--- config.mk ---
export PLATFORM = sky130hd
export DESIGN_NAME = ucie_ctl_sb_header_encoder
export DESIGN_NICKNAME = d
export VERILOG_FILES = /design/src/rtl/ucie_ctl_sb_pkg.sv /design/src/rtl/ucie_ctl_sb_parity_gen.sv /design/src/rtl/ucie_ctl_sb_header_encoder.sv
export SDC_FILE = /design/constraint.sdc
export NUM_CORES = 1
export LEC_CHECK = 0
export CORE_ASPECT_RATIO = 1.5
export CORE_MARGIN = 2
export CORE_UTILIZATION = 51
export CTS_CLUSTER_DIAMETER = 150
export DETAILED_ROUTE_END_ITERATION = 10
export PLACE_DENSITY = 0.82
export SETUP_SLACK_MARGIN = 0.2
export SLEW_MARGIN = 20
export SYNTH_ARGS = -nofsm -noshare
export SYNTH_HDL_FRONTEND = slang
export SYNTH_SLANG_ARGS = --single-unit
--- constraint.sdc ---
create_clock -name i_clk -period 3.3 [get_ports i_clk]
set_input_delay 0.495 -clock i_clk [delete_from_list [all_inputs] [get_ports i_clk]]
set_output_delay 0.495 -clock i_clk [all_outputs]
set_load 0.01 [all_outputs]
--- src/rtl/ucie_ctl_sb_pkg.sv ---
// Shared definitions for the sideband TX control path.
//  - Header field positions (within each 32-bit phase)
//  - Encoder FSM state encodings
//  - Default source/destination IDs
package ucie_ctl_sb_pkg;

    // Default endpoint IDs: local and remote D2D adapter.
    localparam logic [2:0] SRC_ID_DEFAULT = 3'b001;
    localparam logic [2:0] DST_ID_DEFAULT = 3'b101;

    // Phase 0 field positions.
    localparam int unsigned OPCODE_LSB  = 0;
    localparam int unsigned OPCODE_MSB  = 4;
    localparam int unsigned MSGCODE_LSB = 14;
    localparam int unsigned MSGCODE_MSB = 21;
    localparam int unsigned SRCID_LSB   = 27;
    localparam int unsigned SRCID_MSB   = 29;

    // Phase 1 field positions.
    localparam int unsigned SUBCODE_LSB = 0;
    localparam int unsigned SUBCODE_MSB = 7;
    localparam int unsigned INFO_LSB    = 8;
    localparam int unsigned INFO_MSB    = 23;
    localparam int unsigned DSTID_LSB   = 24;
    localparam int unsigned DSTID_MSB   = 26;
    localparam int unsigned DP_BIT      = 30;
    localparam int unsigned CP_BIT      = 31;

    // Encoder FSM states.
    localparam logic [1:0] ST_IDLE = 2'd0;
    localparam logic [1:0] ST_LOAD = 2'd1;
    localparam logic [1:0] ST_HDR  = 2'd2;
    localparam logic [1:0] ST_DATA = 2'd3;

endpackage

--- src/rtl/ucie_ctl_sb_parity_gen.sv ---
// Sideband header parity generator (purely combinational).
//  data      in   64  payload
//  with_data in   1   payload present; DP forced to 0 otherwise
//  hdr       in   63  header bits {phase1[30:0], phase0} with the DP slot (bit 62) at 0
//  dp        out  1   data parity
//  cp        out  1   control parity, covering the header including DP
module ucie_ctl_sb_parity_gen (
    input  logic [63:0] data,
    input  logic        with_data,
    input  logic [62:0] hdr,
    output logic        dp,
    output logic        cp
);

    always_comb begin
        dp = with_data ? ^data : 1'b0;
        // DP slot arrives as 0, so folding dp in here equals parity over the final header bits.
        cp = (^hdr) ^ dp;
    end

endmodule

--- src/rtl/ucie_ctl_sb_header_encoder.sv ---
// Sideband TX message encoder.
// Captures a message request, drives the code register-file read addresses, assembles a
// 64-bit sideband header with parity from the returned codes, and streams the header
// (plus an optional data beat) to the serializer over valid/ready.
//  i_clk / i_rst                clock, asynchronous active-low reset
//  i_msg_valid / o_msg_ready    request handshake (ready only while idle)
//  i_msg_sel, i_sub_sel         msg-code / subcode indices
//  i_with_data, i_data          optional 64-bit payload
//  o_*_addr                     register-file read addresses
//  i_*_code                     register-file read data (combinational)
//  o_pckt / o_pckt_valid        beat stream, i_pckt_ready from downstream
//  o_busy                       FSM not idle
module ucie_ctl_sb_header_encoder
    import ucie_ctl_sb_pkg::*;
#(
    parameter logic [2:0] SRC_ID = SRC_ID_DEFAULT,
    parameter logic [2:0] DST_ID = DST_ID_DEFAULT
) (
    input  logic        i_clk,
    input  logic        i_rst,
    input  logic        i_msg_valid,
    output logic        o_msg_ready,
    input  logic [1:0]  i_msg_sel,
    input  logic [1:0]  i_sub_sel,
    input  logic        i_with_data,
    input  logic [63:0] i_data,
    output logic        o_op_addr,
    output logic [1:0]  o_msg_addr,
    output logic [1:0]  o_sub_addr,
    output logic        o_info_addr,
    input  logic [4:0]  i_op_code,
    input  logic [7:0]  i_msg_code,
    input  logic [7:0]  i_sub_code,
    input  logic [15:0] i_info_code,
    output logic [63:0] o_pckt,
    output logic        o_pckt_valid,
    input  logic        i_pckt_ready,
    output logic        o_busy
);

    logic [1:0]  state_q, state_d;
    logic [1:0]  msg_sel_q, sub_sel_q;
    logic        with_data_q;
    logic [63:0] data_q;
    logic [63:0] pckt_q, pckt_d;
    logic        pckt_valid_q, pckt_valid_d;
    logic        capture;

    logic [31:0] phase0, phase1;
    logic [63:0] header;
    logic        dp, cp;

    // Request capture; addresses come straight from these registers.
    always_ff @(posedge i_clk or negedge i_rst) begin
        if (!i_rst) begin
            msg_sel_q   <= '0;
            sub_sel_q   <= '0;
            with_data_q <= 1'b0;
            data_q      <= '0;
        end else if (capture) begin
            msg_sel_q   <= i_msg_sel;
            sub_sel_q   <= i_sub_sel;
            with_data_q <= i_with_data;
            data_q      <= i_data;
        end
    end

    assign o_op_addr   = with_data_q;
    assign o_msg_addr  = msg_sel_q;
    assign o_sub_addr  = sub_sel_q;
    assign o_info_addr = 1'b0;

    // Header assembly from the register-file codes; valid during LOAD.
    always_comb begin
        phase0 = '0;
        phase0[OPCODE_MSB:OPCODE_LSB]   = i_op_code;
        phase0[MSGCODE_MSB:MSGCODE_LSB] = i_msg_code;
        phase0[SRCID_MSB:SRCID_LSB]     = SRC_ID;

        phase1 = '0;
        phase1[SUBCODE_MSB:SUBCODE_LSB] = i_sub_code;
        phase1[INFO_MSB:INFO_LSB]       = i_info_code;
        phase1[DSTID_MSB:DSTID_LSB]     = DST_ID;
    end

    ucie_ctl_sb_parity_gen u_parity_gen (
        .data      (data_q),
        .with_data (with_data_q),
        .hdr       ({phase1[30:0], phase0}),
        .dp        (dp),
        .cp        (cp)
    );

    always_comb begin
        header         = {phase1, phase0};
        header[32 + DP_BIT] = dp;
        header[32 + CP_BIT] = cp;
    end

    // FSM next state and beat register.
    always_comb begin
        state_d      = state_q;
        pckt_d       = pckt_q;
        pckt_valid_d = pckt_valid_q;
        capture      = 1'b0;
        unique case (state_q)
            ST_IDLE: begin
                if (i_msg_valid) begin
                    capture = 1'b1;
                    state_d = ST_LOAD;
                end
            end
            ST_LOAD: begin
                pckt_d       = header;
                pckt_valid_d = 1'b1;
                state_d      = ST_HDR;
            end
            ST_HDR: begin
                if (i_pckt_ready) begin
                    if (with_data_q) begin
                        pckt_d  = data_q;
                        state_d = ST_DATA;
                    end else begin
                        pckt_d       = '0;
                        pckt_valid_d = 1'b0;
                        state_d      = ST_IDLE;
                    end
                end
            end
            ST_DATA: begin
                if (i_pckt_ready) begin
                    pckt_d       = '0;
                    pckt_valid_d = 1'b0;
                    state_d      = ST_IDLE;
                end
            end
            default: begin
                pckt_d       = '0;
                pckt_valid_d = 1'b0;
                state_d      = ST_IDLE;
            end
        endcase
    end

    always_ff @(posedge i_clk or negedge i_rst) begin
        if (!i_rst) begin
            state_q      <= ST_IDLE;
            pckt_q       <= '0;
            pckt_valid_q <= 1'b0;
        end else begin
            state_q      <= state_d;
            pckt_q       <= pckt_d;
            pckt_valid_q <= pckt_valid_d;
        end
    end

    assign o_pckt       = pckt_q;
    assign o_pckt_valid = pckt_valid_q;
    assign o_msg_ready  = (state_q == ST_IDLE);
    assign o_busy       = (state_q != ST_IDLE);

endmodule

==> results.py, run 1 <==
metrics = {
    "status": {
        "outcome": "finished, final reports clean",
    },
    "synth": {
        "yosysTopAreaCellShare": 0.5499,
        "syn_area_sq_um": 6188,
        "synth.net_count": 609,
        "ys_ff_latch": 136,
        "number_of_enable_type_register_cells_in_the_synthesized_netlist": 0,
        "synth_top_cells_by_area": "sky130_fd_sc_hd__dfrtp_1, sky130_fd_sc_hd__mux2_2, sky130_fd_sc_hd__xnor2_1",
        "netlist_instances": 499,
        "synth.yosys.seq_area_share": 0.5499,
        "async_reset_ff_frac": 1.000,
        "warnings_synthesis": 0,
        "synthDominantAreaCellType": "sky130_fd_sc_hd__dfrtp_1",
        "avgSynthCellArea_sq_um": 12.40,
        "synth.lib_cells_used.distinct": 27,
        "yosys_most_used_dff": "sky130_fd_sc_hd__dfrtp_1",
    },
    "floorplan": {
        "number_of_placement_rows": 49,
        "fp.dieW_um": 93.94,
        "initial_core_util": 0.5203,
        "pin_count": 183,
        "die-area_sq_um": 13050,
        "core_area_sq_um": 11890,
        "die_y_um": 138.9,
    },
    "final_layout": {
        "utilization_after_layout": 0.7434,
        "final_common_cell": "sky130_fd_sc_hd__clkdlybuf4s50_1",
        "area_of_the_multi_input_gates_sq_um": 2539,
        "leading_cell_types_in_the_layout_fill_and_taps_excluded": "sky130_fd_sc_hd__clkdlybuf4s50_1, sky130_fd_sc_hd__dfrtp_1, sky130_fd_sc_hd__xnor2_1",
        "synthToLayoutAreaGrowth_pct": 42.88,
        "seqCellArea_sq_um": 3403,
        "final-instance-count-excl-fill": 845,
        "n_fill_cell": 811,
        "final_area_sq_um": 8842,
        "num_antenna_cells": 0,
        "post_route_cells_drive_above_1_share": 0.1662,
        "final_nets": 789,
    },
    "power_and_ir_drop": {
        "pwr-share-clk": 0.187,
        "switching_share": 0.3674,
        "power_density_nw_per_um2": 1261,
        "peakVddDrop_mv": 0.7267,
        "power_frac_seq": 0.287,
        "switching_power_uw": 4096,
        "power_report.internal_total_uw": 7052,
        "leakage_uw": 0.003681,
        "comb_power_share": 0.526,
    },
    "drt": {
        "antenna_violating_nets_left": 0,
        "detail_route.first_pass.iterations": 4,
        "wire_per_inst_um": 19.52,
        "wirelength_um": 16490,
        "drt-vias-per-instance": 5.441,
        "topRoutingLayerUsed": "met4",
        "met1_length_um": 5973,
        "drcViolationCount": 0,
        "met2_length_um": 8945,
        "routed-wl-met3_um": 838,
        "drt_iter0_drc": 326,
        "via_count": 4598,
    },
    "clock_network": {
        "cts-root-to-sink-buffers": 2,
        "cts_tree": "done",
        "numClockSinks": 136,
        "postCtsSetupRepairBufs": 0,
        "holdBufCountCts": 0,
        "clk_transition_reported_paths_ns": 0.06,
        "clk-insertion-delay-late_ns": 0.41,
        "ctsRootBufferMaster": "sky130_fd_sc_hd__clkbuf_16",
        "cts_buffers": 17,
        "postCtsResizedCells": 0,
        "htree_levels": 4,
    },
    "critical_path": {
        "crit_path_max_fanout": 2,
        "critical_path.startpoint_type": "primary input",
        "setup_crit_path_kind": "in2reg",
        "worst_setup_end_kind": "flip-flop",
        "worstPathArrival_ns": 2.74,
        "crit_required_ns": 3.64,
    },
    "place": {
        "dp_cells": 813,
        "placedInstanceArea_sq_um": 8184,
        "numPortBuffers": 181,
        "gp_congestion": 0.8484,
        "post_detailed_placement_half_perimeter_wirelength_um": 11700,
    },
    "sta": {
        "clock.fmax_mhz": 416.1,
        "final_max_slew_viol_count": 0,
        "max-slew-margin-rel": 0.3948,
        "fin_crit_ns": 2.403,
        "hold_ws_ns": 0.2077,
        "final_min_period_over_clock_period": 0.7283,
        "unrepaired_setup_endpoints_after_global_routing": "no",
        "setup-violations-final": 0,
        "final_setup_tns_ns": 0,
        "tightestPinTransition_ns": 0.9078,
        "report.final.hold_viol_count": 0,
        "worst_clock_skew_ns": 0.007543,
    },
    "worst_hold_path": {
        "worstHoldPathType": "in2async",
    },
    "global_route": {
        "grt_start_max_net_pins": 117,
        "grt_pass1_vias": 4915,
        "grt_util_all_layers": 0.2615,
        "antenna_found_initial": 0,
        "total_congestion_overflow": 0,
        "wire_length_of_the_first_global_routing_pass_um": 25880,
    },
    "flow_run": {
        "max_cap_viol_count": 0,
    },
}
-- state kept, by name, indices dropped and copies added (netlist names) --
name and flops:
o_sub_addr 2, o_msg_addr 2, o_pckt 64, o_pckt_valid 1
data_q 64, o_op_addr 1, state_q 2
-- critical path: stages --
cell and delay [ns]:
sky130_fd_sc_hd__clkdlybuf4s50_1 0.45, sky130_fd_sc_hd__xnor2_1 0.34, sky130_fd_sc_hd__xnor2_1 0.18, sky130_fd_sc_hd__xnor2_1 0.16, sky130_fd_sc_hd__xnor2_1 0.12, sky130_fd_sc_hd__xnor2_1 0.27
sky130_fd_sc_hd__xnor2_1 0.19, sky130_fd_sc_hd__a21oi_1 0.06, sky130_fd_sc_hd__or3b_1 0.36, sky130_fd_sc_hd__a21oi_2 0.12
-- stage by stage --
stage | worst slack [ns] | total power (uW)
global placement | 0.6334 | 8918
global route | 0.7706 | 11750
detailed placement | 0.5435 | 9082
floorplan | 1.234 | 7198
CTS | 0.9338 | 11250
finish | 0.8965 | 11150
-- Yosys cell counts, types with 2 or more instances --
cell / number
sky130_fd_sc_hd__nand2_1: 5
sky130_fd_sc_hd__xor2_1: 12
sky130_fd_sc_hd__xnor2_1: 87
sky130_fd_sc_hd__clkbuf_1: 27
sky130_fd_sc_hd__a22o_1: 22
sky130_fd_sc_hd__a221o_1: 3
sky130_fd_sc_hd__nor3_1: 2
sky130_fd_sc_hd__buf_4: 2
sky130_fd_sc_hd__a21oi_1: 40
sky130_fd_sc_hd__o21ai_0: 4
sky130_fd_sc_hd__a221oi_1: 37
sky130_fd_sc_hd__dfrtp_1: 136
sky130_fd_sc_hd__inv_1: 40
sky130_fd_sc_hd__mux2_2: 68
sky130_fd_sc_hd__nor2b_1: 2
-- layer usage --
metal  vias up  track usage
met5         -            0
met4         0       0.1426
met3        43      0.05217
met2       157       0.4556
met1      2284       0.2946
li1       2114            -
-- worst paths after layout --
path | endpoint | slack, ns | cells past startpoint | startpoint
setup reg to reg | o_pckt[63] | 1.00 | 9 | data_q[43]
min in group i_clk | o_pckt[10] | 0.51 | 1 | o_pckt[10]
hold reg to reg | o_pckt[10] | 0.51 | 1 | o_pckt[10]
hold / removal | o_pckt[26] | 0.21 | 1 | i_rst
setup / recovery | o_pckt[63] | 0.90 | 10 | i_info_code[15]
max in group asynchronous | o_pckt[35] | 2.32 | 2 | i_rst
-- layout make-up --
cell class | count | share of cell area
clock buffer | 21 | 0.05207
clock inverter | 11 | 0.02207
inverter | 40 | 0.01698
multi-input combinational | 293 | 0.2871
sequential | 136 | 0.3849
tap | 153 | 0.02165
timing repair buffer | 191 | 0.2152
-- power groups by stage --
| stage | combinational [uW] | sequential, uW | clock (uW) |
|---|---|---|---|
| floorplan | 3970 | 3220 | 0 |
| global route | 6250 | 3300 | 2190 |
| CTS | 5930 | 3200 | 2120 |
| global placement | 5760 | 3160 | 0 |
| detailed placement | 5870 | 3210 | 0 |
| finish | 5870 | 3190 | 2090 |
-- cells by family (layout without fill, tap and decap cells) --
kind of cell | Yosys count | in the layout | share of synthesized area
DFF | 136 | 136 | 0.5499
AOI/OAI and AO/OA | 111 | 111 | 0.1304
muxes | 68 | 68 | 0.1237
buffers and inverters | 70 | 263 | 0.04367
and+or+nand+nor | 14 | 14 | 0.01152
xor gates and xnor gates | 99 | 99 | 0.1401
other | 1 | 1 | 0.0006060
Note: power is estimated with default switching activity, not from simulation.
==> run 2: changes to the inputs <==
--- a/config.mk
+++ b/config.mk
@@ -7,10 +7,10 @@
 export LEC_CHECK = 0
 export CORE_ASPECT_RATIO = 1.5
 export CORE_MARGIN = 2
-export CORE_UTILIZATION = 51
+export CORE_UTILIZATION = 48
 export CTS_CLUSTER_DIAMETER = 150
 export DETAILED_ROUTE_END_ITERATION = 10
-export PLACE_DENSITY = 0.82
+export PLACE_DENSITY = 0.78
 export SETUP_SLACK_MARGIN = 0.2
 export SLEW_MARGIN = 20
 export SYNTH_ARGS = -nofsm -noshare
==> constraint.sdc (replaced) <==
create_clock -name i_clk -period 2.47 [get_ports i_clk]
set_input_delay 0.3705 -clock i_clk [delete_from_list [all_inputs] [get_ports i_clk]]
set_output_delay 0.3705 -clock i_clk [all_outputs]
set_load 0.01 [all_outputs]
==> run 2 against run 1 <==
  * Clock-buffer cell count fell by 3
  * Critical path type is now reg2reg
  * Combinational power rose by 58%
  * First-iteration DRC count fell by 21%
  * Global-route usage fell by 1.5 points
==> results.py, run 2 (synthesized netlist as in run 1, its figures left out) <==
metrics = {
    "clock_network": {
        "cts-root-to-sink-buffers": 2,
        "cts_tree": "done",
        "ctsRootBufferMaster": "sky130_fd_sc_hd__clkbuf_16",
        "clk-insertion-delay-late_ns": 0.41,
        "clk_transition_reported_paths_ns": 0.06,
        "htree_levels": 4,
        "cts_buffers": 17,
        "numClockSinks": 136,
    },
    "sta": {
        "fin_crit_ns": 2.223,
        "setup-violations-final": 0,
        "final_min_period_over_clock_period": 0.9001,
        "max-slew-margin-rel": 0.5211,
        "unrepaired_setup_endpoints_after_global_routing": "yes",
        "clock.fmax_mhz": 449.8,
        "report.final.hold_viol_count": 0,
        "tightestPinTransition_ns": 0.7176,
        "final_max_slew_viol_count": 0,
        "worst_clock_skew_ns": 0.01102,
        "hold_ws_ns": 0.4683,
    },
    "critical_path": {
        "timing.critical_path.to": "o_pckt[63]",
        "worstPathArrival_ns": 2.56,
        "critPathLaunch": "data_q[43]",
        "critical_path.startpoint_type": "flip-flop",
        "list_of_cells_traversed_by_the_critical_path": "xnor2_4 -> xnor2_2 -> xnor2_2 -> xnor2_2 -> xnor2_1 -> xnor2_1 -> a21oi_1 -> or3b_1 -> a21oi_2",
        "regToRegSetupSlack_ns": 0.25,
        "worstReg2RegStart": "data_q[43]",
        "critPathMaxStageDelay_ns": 0.47,
        "worst_r2r_path_depth": 9,
        "critical-path-slowest-cell": "sky130_fd_sc_hd__dfrtp_2",
        "setup_crit_path_kind": "reg2reg",
        "cpMostUsedCell": "sky130_fd_sc_hd__xnor2_2",
        "crit_required_ns": 2.81,
        "r2r-end": "o_pckt[63]",
        "worst_setup_end_kind": "flip-flop",
        "crit_path_max_fanout": 3,
    },
    "floorplan": {
        "die_y_um": 143.1,
        "core_area_sq_um": 12510,
        "pin_count": 183,
        "initial_core_util": 0.4946,
        "die-area_sq_um": 13840,
        "number_of_placement_rows": 50,
        "fp.dieW_um": 96.71,
    },
    "drt": {
        "wire_per_inst_um": 19.47,
        "via_count": 4728,
        "wirelength_um": 16860,
        "drt_iter0_drc": 256,
        "drt-vias-per-instance": 5.460,
        "drcViolationCount": 0,
        "detail_route.first_pass.iterations": 4,
        "antenna_violating_nets_left": 0,
    },
    "final_layout": {
        "num_antenna_cells": 0,
        "leading_cell_types_in_the_layout_fill_and_taps_excluded": "sky130_fd_sc_hd__clkdlybuf4s50_1, sky130_fd_sc_hd__dfrtp_1, sky130_fd_sc_hd__mux2_2",
        "synthToLayoutAreaGrowth_pct": 47.21,
        "final_nets": 807,
        "final_common_cell": "sky130_fd_sc_hd__clkdlybuf4s50_1",
        "post_route_cells_drive_above_1_share": 0.2296,
    },
    "global_route": {
        "grt_pass1_vias": 5006,
        "grt_start_max_net_pins": 71,
        "grt_util_all_layers": 0.2469,
        "wire_length_of_the_first_global_routing_pass_um": 26670,
        "antenna_found_initial": 0,
        "total_congestion_overflow": 0,
    },
    "status": {
        "outcome": "finished, final reports clean",
    },
    "flow_run": {
        "max_cap_viol_count": 0,
    },
    "worst_hold_path": {
        "worstHoldPathType": "in2async",
    },
    "place": {
        "post_detailed_placement_half_perimeter_wirelength_um": 11970,
        "gp_congestion": 0.8774,
        "numPortBuffers": 181,
    },
    "power_and_ir_drop": {
        "power_density_nw_per_um2": 1750,
        "power.total_uw": 15940,
        "peakVddDrop_mv": 1.236,
        "leakage_uw": 0.003856,
    },
}
-- run 2: cell count changes in the layout (fill, tap and decap cells not counted), sizes merged --
cell / before / now
buf: 10 / 28
bufinv: 5 / 0
inv: 40 / 45
clkbuf: 22 / 18
clkinv: 3 / 5
clkinvlp: 3 / 4
dlygate4sd3: 0 / 1
-- run 2: final cells by class --
type                       count  area [sq um]
clock buffer                  18         439.2
clock inverter                14         116.4
fill                         892          3402
inverter                      40         150.1
multi-input combinational    293          2738
sequential                   136          3408
tap                          156         195.2
timing repair buffer         209          2063
-- run 2: metal layers --
metal,global-route usage,wire (um)
met5,0,0
met4,0.09711,351
met3,0.05433,808
met2,0.4463,9399
met1,0.2847,6300
-- run 2: metrics by stage --
step / cell area [sq um] / setup slack (ns) / util / cells / TNS, ns
final: 9110 / 0.2468 / 0.7281 / 866 / 0
after CTS: 8870 / 0.2084 / 0.7089 / 858 / 0
after global placement: 8258 / -0.06630 / 0.6600 / 822 / -0.06630
after floorplan: 6188 / 0.4039 / - / 499 / 0
after detailed placement: 8258 / -0.1331 / 0.6600 / 822 / -0.1331
after global routing: 9110 / 0.08752 / 0.7281 / 866 / 0
-- run 2: how the worst min path moves through the flow --
stage	slack [ns]	cells after the start	startpoint	endpoint
2_1_floorplan	0.07	0	i_rst	data_q[0]
3_3_place_gp	0.32	1	i_rst	o_pckt[26]
3_5_place_dp	0.33	1	i_rst	data_q[26]
4_1_cts	0.46	2	i_rst	data_q[26]
5_1_grt	0.50	2	i_rst	data_q[26]
6_report	0.47	2	i_rst	data_q[26]
-- run 2: what timing repair did --
action | 4_1_cts | 5_1_grt
gates resized for setup | 4 | 26
setup endpoints to repair | 2 | 2
endpoints found under the hold margin | 45 | 0
pin swaps | 6 | 17
buffers inserted | 3 | 8
hold buffers | 1 | 0
-- run 2: worst max-delay path: cells and delay by family (launching register included) --
family           cells  cell delay (ns)
AND/OR/NAND/NOR      1             0.36
AO/OA/AOI/OAI        2             0.23
XOR/XNOR             6             1.08
flip-flops           1             0.47
-- run 2: where the power goes --
| group | total, uW | switching, uW | internal (uW) |
|---|---|---|---|
| clock network | 2360 | 1030 | 1330 |
| logic | 9260 | 3980 | 5280 |
| registers | 4320 | 968 | 3350 |
==> run 3: changes to the inputs <==
--- a/config.mk
+++ b/config.mk
@@ -5,12 +5,15 @@
 export SDC_FILE = /design/constraint.sdc
 export NUM_CORES = 1
 export LEC_CHECK = 0
+export ABC_CLOCK_PERIOD_IN_PS = 2470
+export CELL_PAD_IN_SITES_DETAIL_PLACEMENT = 2
+export CELL_PAD_IN_SITES_GLOBAL_PLACEMENT = 2
 export CORE_ASPECT_RATIO = 1.5
 export CORE_MARGIN = 2
-export CORE_UTILIZATION = 48
+export CORE_UTILIZATION = 30
 export CTS_CLUSTER_DIAMETER = 150
 export DETAILED_ROUTE_END_ITERATION = 10
-export PLACE_DENSITY = 0.78
+export PLACE_DENSITY = 0.76
 export SETUP_SLACK_MARGIN = 0.2
 export SLEW_MARGIN = 20
 export SYNTH_ARGS = -nofsm -noshare
==> run 3 against run 2 <==
  * Combinational power grew 5.1%
  * Core utilization shrank 27 points
  * Sequential power up 2%
  * Critical endpoint unchanged
  * Largest cell class unchanged
==> results.py, run 3 (synthesized netlist as in run 1, its figures left out) <==
metrics = {
    "power_and_ir_drop": {
        "power.total_uw": 16950,
        "power_density_nw_per_um2": 1807,
        "leakage_uw": 0.003932,
        "peakVddDrop_mv": 1.356,
    },
    "drt": {
        "via_count": 4784,
        "drt_iter0_drc": 87,
        "detail_route.first_pass.iterations": 4,
        "antenna_violating_nets_left": 0,
        "wirelength_um": 21700,
        "drcViolationCount": 0,
        "drt-vias-per-instance": 4.902,
        "wire_per_inst_um": 22.23,
    },
    "sta": {
        "fin_crit_ns": 2.282,
        "report.final.hold_viol_count": 0,
        "fin_ws_ns": 0.1877,
        "max-slew-margin-rel": 0.5969,
        "final_min_period_over_clock_period": 0.9240,
        "setup-violations-final": 0,
        "worst_clock_skew_ns": 0.009383,
        "final_max_slew_viol_count": 0,
        "hold_ws_ns": 0.4868,
        "unrepaired_setup_endpoints_after_global_routing": "yes",
        "clock.fmax_mhz": 438.2,
        "tightestPinTransition_ns": 0.6047,
    },
    "floorplan": {
        "core_area_sq_um": 20340,
        "initial_core_util": 0.3043,
        "die-area_sq_um": 21820,
        "number_of_placement_rows": 64,
        "fp.dieW_um": 121.3,
        "die_y_um": 179.9,
        "pin_count": 183,
    },
    "final_layout": {
        "final_common_cell": "sky130_fd_sc_hd__clkdlybuf4s50_1",
        "synthToLayoutAreaGrowth_pct": 51.64,
        "final_nets": 808,
        "n_fill_cell": 2035,
        "utilization_after_layout": 0.4614,
        "leading_cell_types_in_the_layout_fill_and_taps_excluded": "sky130_fd_sc_hd__clkdlybuf4s50_1, sky130_fd_sc_hd__dfrtp_1, sky130_fd_sc_hd__mux2_2",
        "post_route_cells_drive_above_1_share": 0.2282,
    },
    "critical_path": {
        "setup_crit_path_kind": "reg2reg",
        "critPathMaxStageDelay_ns": 0.44,
        "crit_required_ns": 2.82,
        "critical-path-slowest-cell": "sky130_fd_sc_hd__dfrtp_2",
        "crit_path_max_fanout": 3,
        "worstPathArrival_ns": 2.63,
        "worst_r2r_path_depth": 10,
        "r2r-end": "o_pckt[63]",
        "list_of_cells_traversed_by_the_critical_path": "xnor2_2 -> buf_6 -> xnor2_4 -> xnor2_2 -> xnor2_2 -> xnor2_2 -> xnor2_2 -> a21oi_1 -> or3b_1 -> a21oi_2",
        "critical_path.startpoint_type": "flip-flop",
        "worstReg2RegStart": "data_q[43]",
        "worst_setup_end_kind": "flip-flop",
        "cpMostUsedCell": "sky130_fd_sc_hd__xnor2_2",
        "critPathLaunch": "data_q[43]",
        "regToRegSetupSlack_ns": 0.19,
    },
    "clock_network": {
        "cts_buffers": 17,
        "cts_tree": "done",
        "clk-insertion-delay-late_ns": 0.43,
        "htree_levels": 4,
        "ctsRootBufferMaster": "sky130_fd_sc_hd__clkbuf_16",
        "numClockSinks": 136,
        "clk_transition_reported_paths_ns": 0.06,
        "cts-root-to-sink-buffers": 2,
    },
    "global_route": {
        "antenna_found_initial": 2,
        "total_congestion_overflow": 0,
        "grt_util_all_layers": 0.2065,
        "wire_length_of_the_first_global_routing_pass_um": 33670,
        "grt_start_max_net_pins": 73,
        "grt_pass1_vias": 5722,
    },
    "place": {
        "post_detailed_placement_half_perimeter_wirelength_um": 15790,
        "gp_congestion": 0.7683,
        "detailedPlace.worstSlack_ns": -0.3286,
        "numPortBuffers": 181,
    },
    "worst_hold_path": {
        "worstHoldPathType": "in2async",
    },
    "status": {
        "outcome": "finished, final reports clean",
    },
    "flow_run": {
        "max_cap_viol_count": 0,
    },
}
[run 3: changes by cell type in the layout (fill, tap and decap cells not counted), moves of 3 or more]
cell | previous run | this run
sky130_fd_sc_hd__bufinv_16 | 0 | 5
sky130_fd_sc_hd__clkinv_4 | 4 | 0
sky130_fd_sc_hd__inv_6 | 4 | 0
sky130_fd_sc_hd__clkbuf_1 | 0 | 3
sky130_fd_sc_hd__clkinvlp_4 | 4 | 1
sky130_fd_sc_hd__xnor2_1 | 64 | 61
[run 3: worst max-delay path, delay by kind of cell, from the launching register on]
family	cells	cell delay (ns)
and+or+nand+nor	1	0.38
DFF	1	0.44
xor gates and xnor gates	6	1.02
AOI/OAI and AO/OA	2	0.23
buffers and inverters	1	0.14
[run 3: cell type report]
class | count | area (sq um) | share of cell area
Timing Repair Buffer | 210 | 2074 | 0.2211
Clock buffer | 23 | 478.0 | 0.05093
Clock inverter | 8 | 167.7 | 0.01787
Tap cell | 264 | 330.3 | 0.03520
Multi-Input combinational cell | 293 | 2771 | 0.2953
Sequential cell | 136 | 3407 | 0.3631
Inverter | 40 | 150.1 | 0.01600
Antenna cell | 2 | 5.005 | 0.0005333
[run 3: worst max path at each step]
stage / end / slack [ns] / depth (start not counted)
floorplan: data_q[0] / 0.40 / 7
global placement: o_pckt[63] / -0.19 / 10
detailed placement: o_pckt[63] / -0.33 / 11
CTS: o_pckt[63] / 0.11 / 10
global route: o_pckt[63] / 0.03 / 10
finish: o_pckt[63] / 0.19 / 10
[run 3: what timing repair did]
item	4_1_cts	5_1_grt
buffers inserted	1	5
pin swaps	12	16
hold buffers	1	0
setup endpoints to repair	2	2
endpoints found under the hold margin	60	0
gates cloned	0	0
resized for setup	17	17
[run 3: routing by layer]
| layer | up-vias | track usage | wire length (um) |
|---|---|---|---|
| met2 | 127 | 0.3937 | 12680 |
| met5 | - | 0 | 0 |
| met3 | 24 | 0.04251 | 810 |
| met1 | 2486 | 0.2161 | 7742 |
| met4 | 0 | 0.08046 | 471 |
| li1 | 2147 | - | - |
[run 3: stage by stage]
stage,std cells,instance area (sq um),TNS [ns]
floorplan,499,6188,0
global placement,936,8438,-0.1884
detailed placement,936,8438,-0.3286
CTS,969,9223,0
global route,976,9384,0
finish,976,9384,0
[run 3: report_power, final]
group	switching, uW	leakage (uW)	internal [uW]
combinational	4470	0.00199	5260
sequential	1040	0.00163	3350
clock	965	0.000313	1860
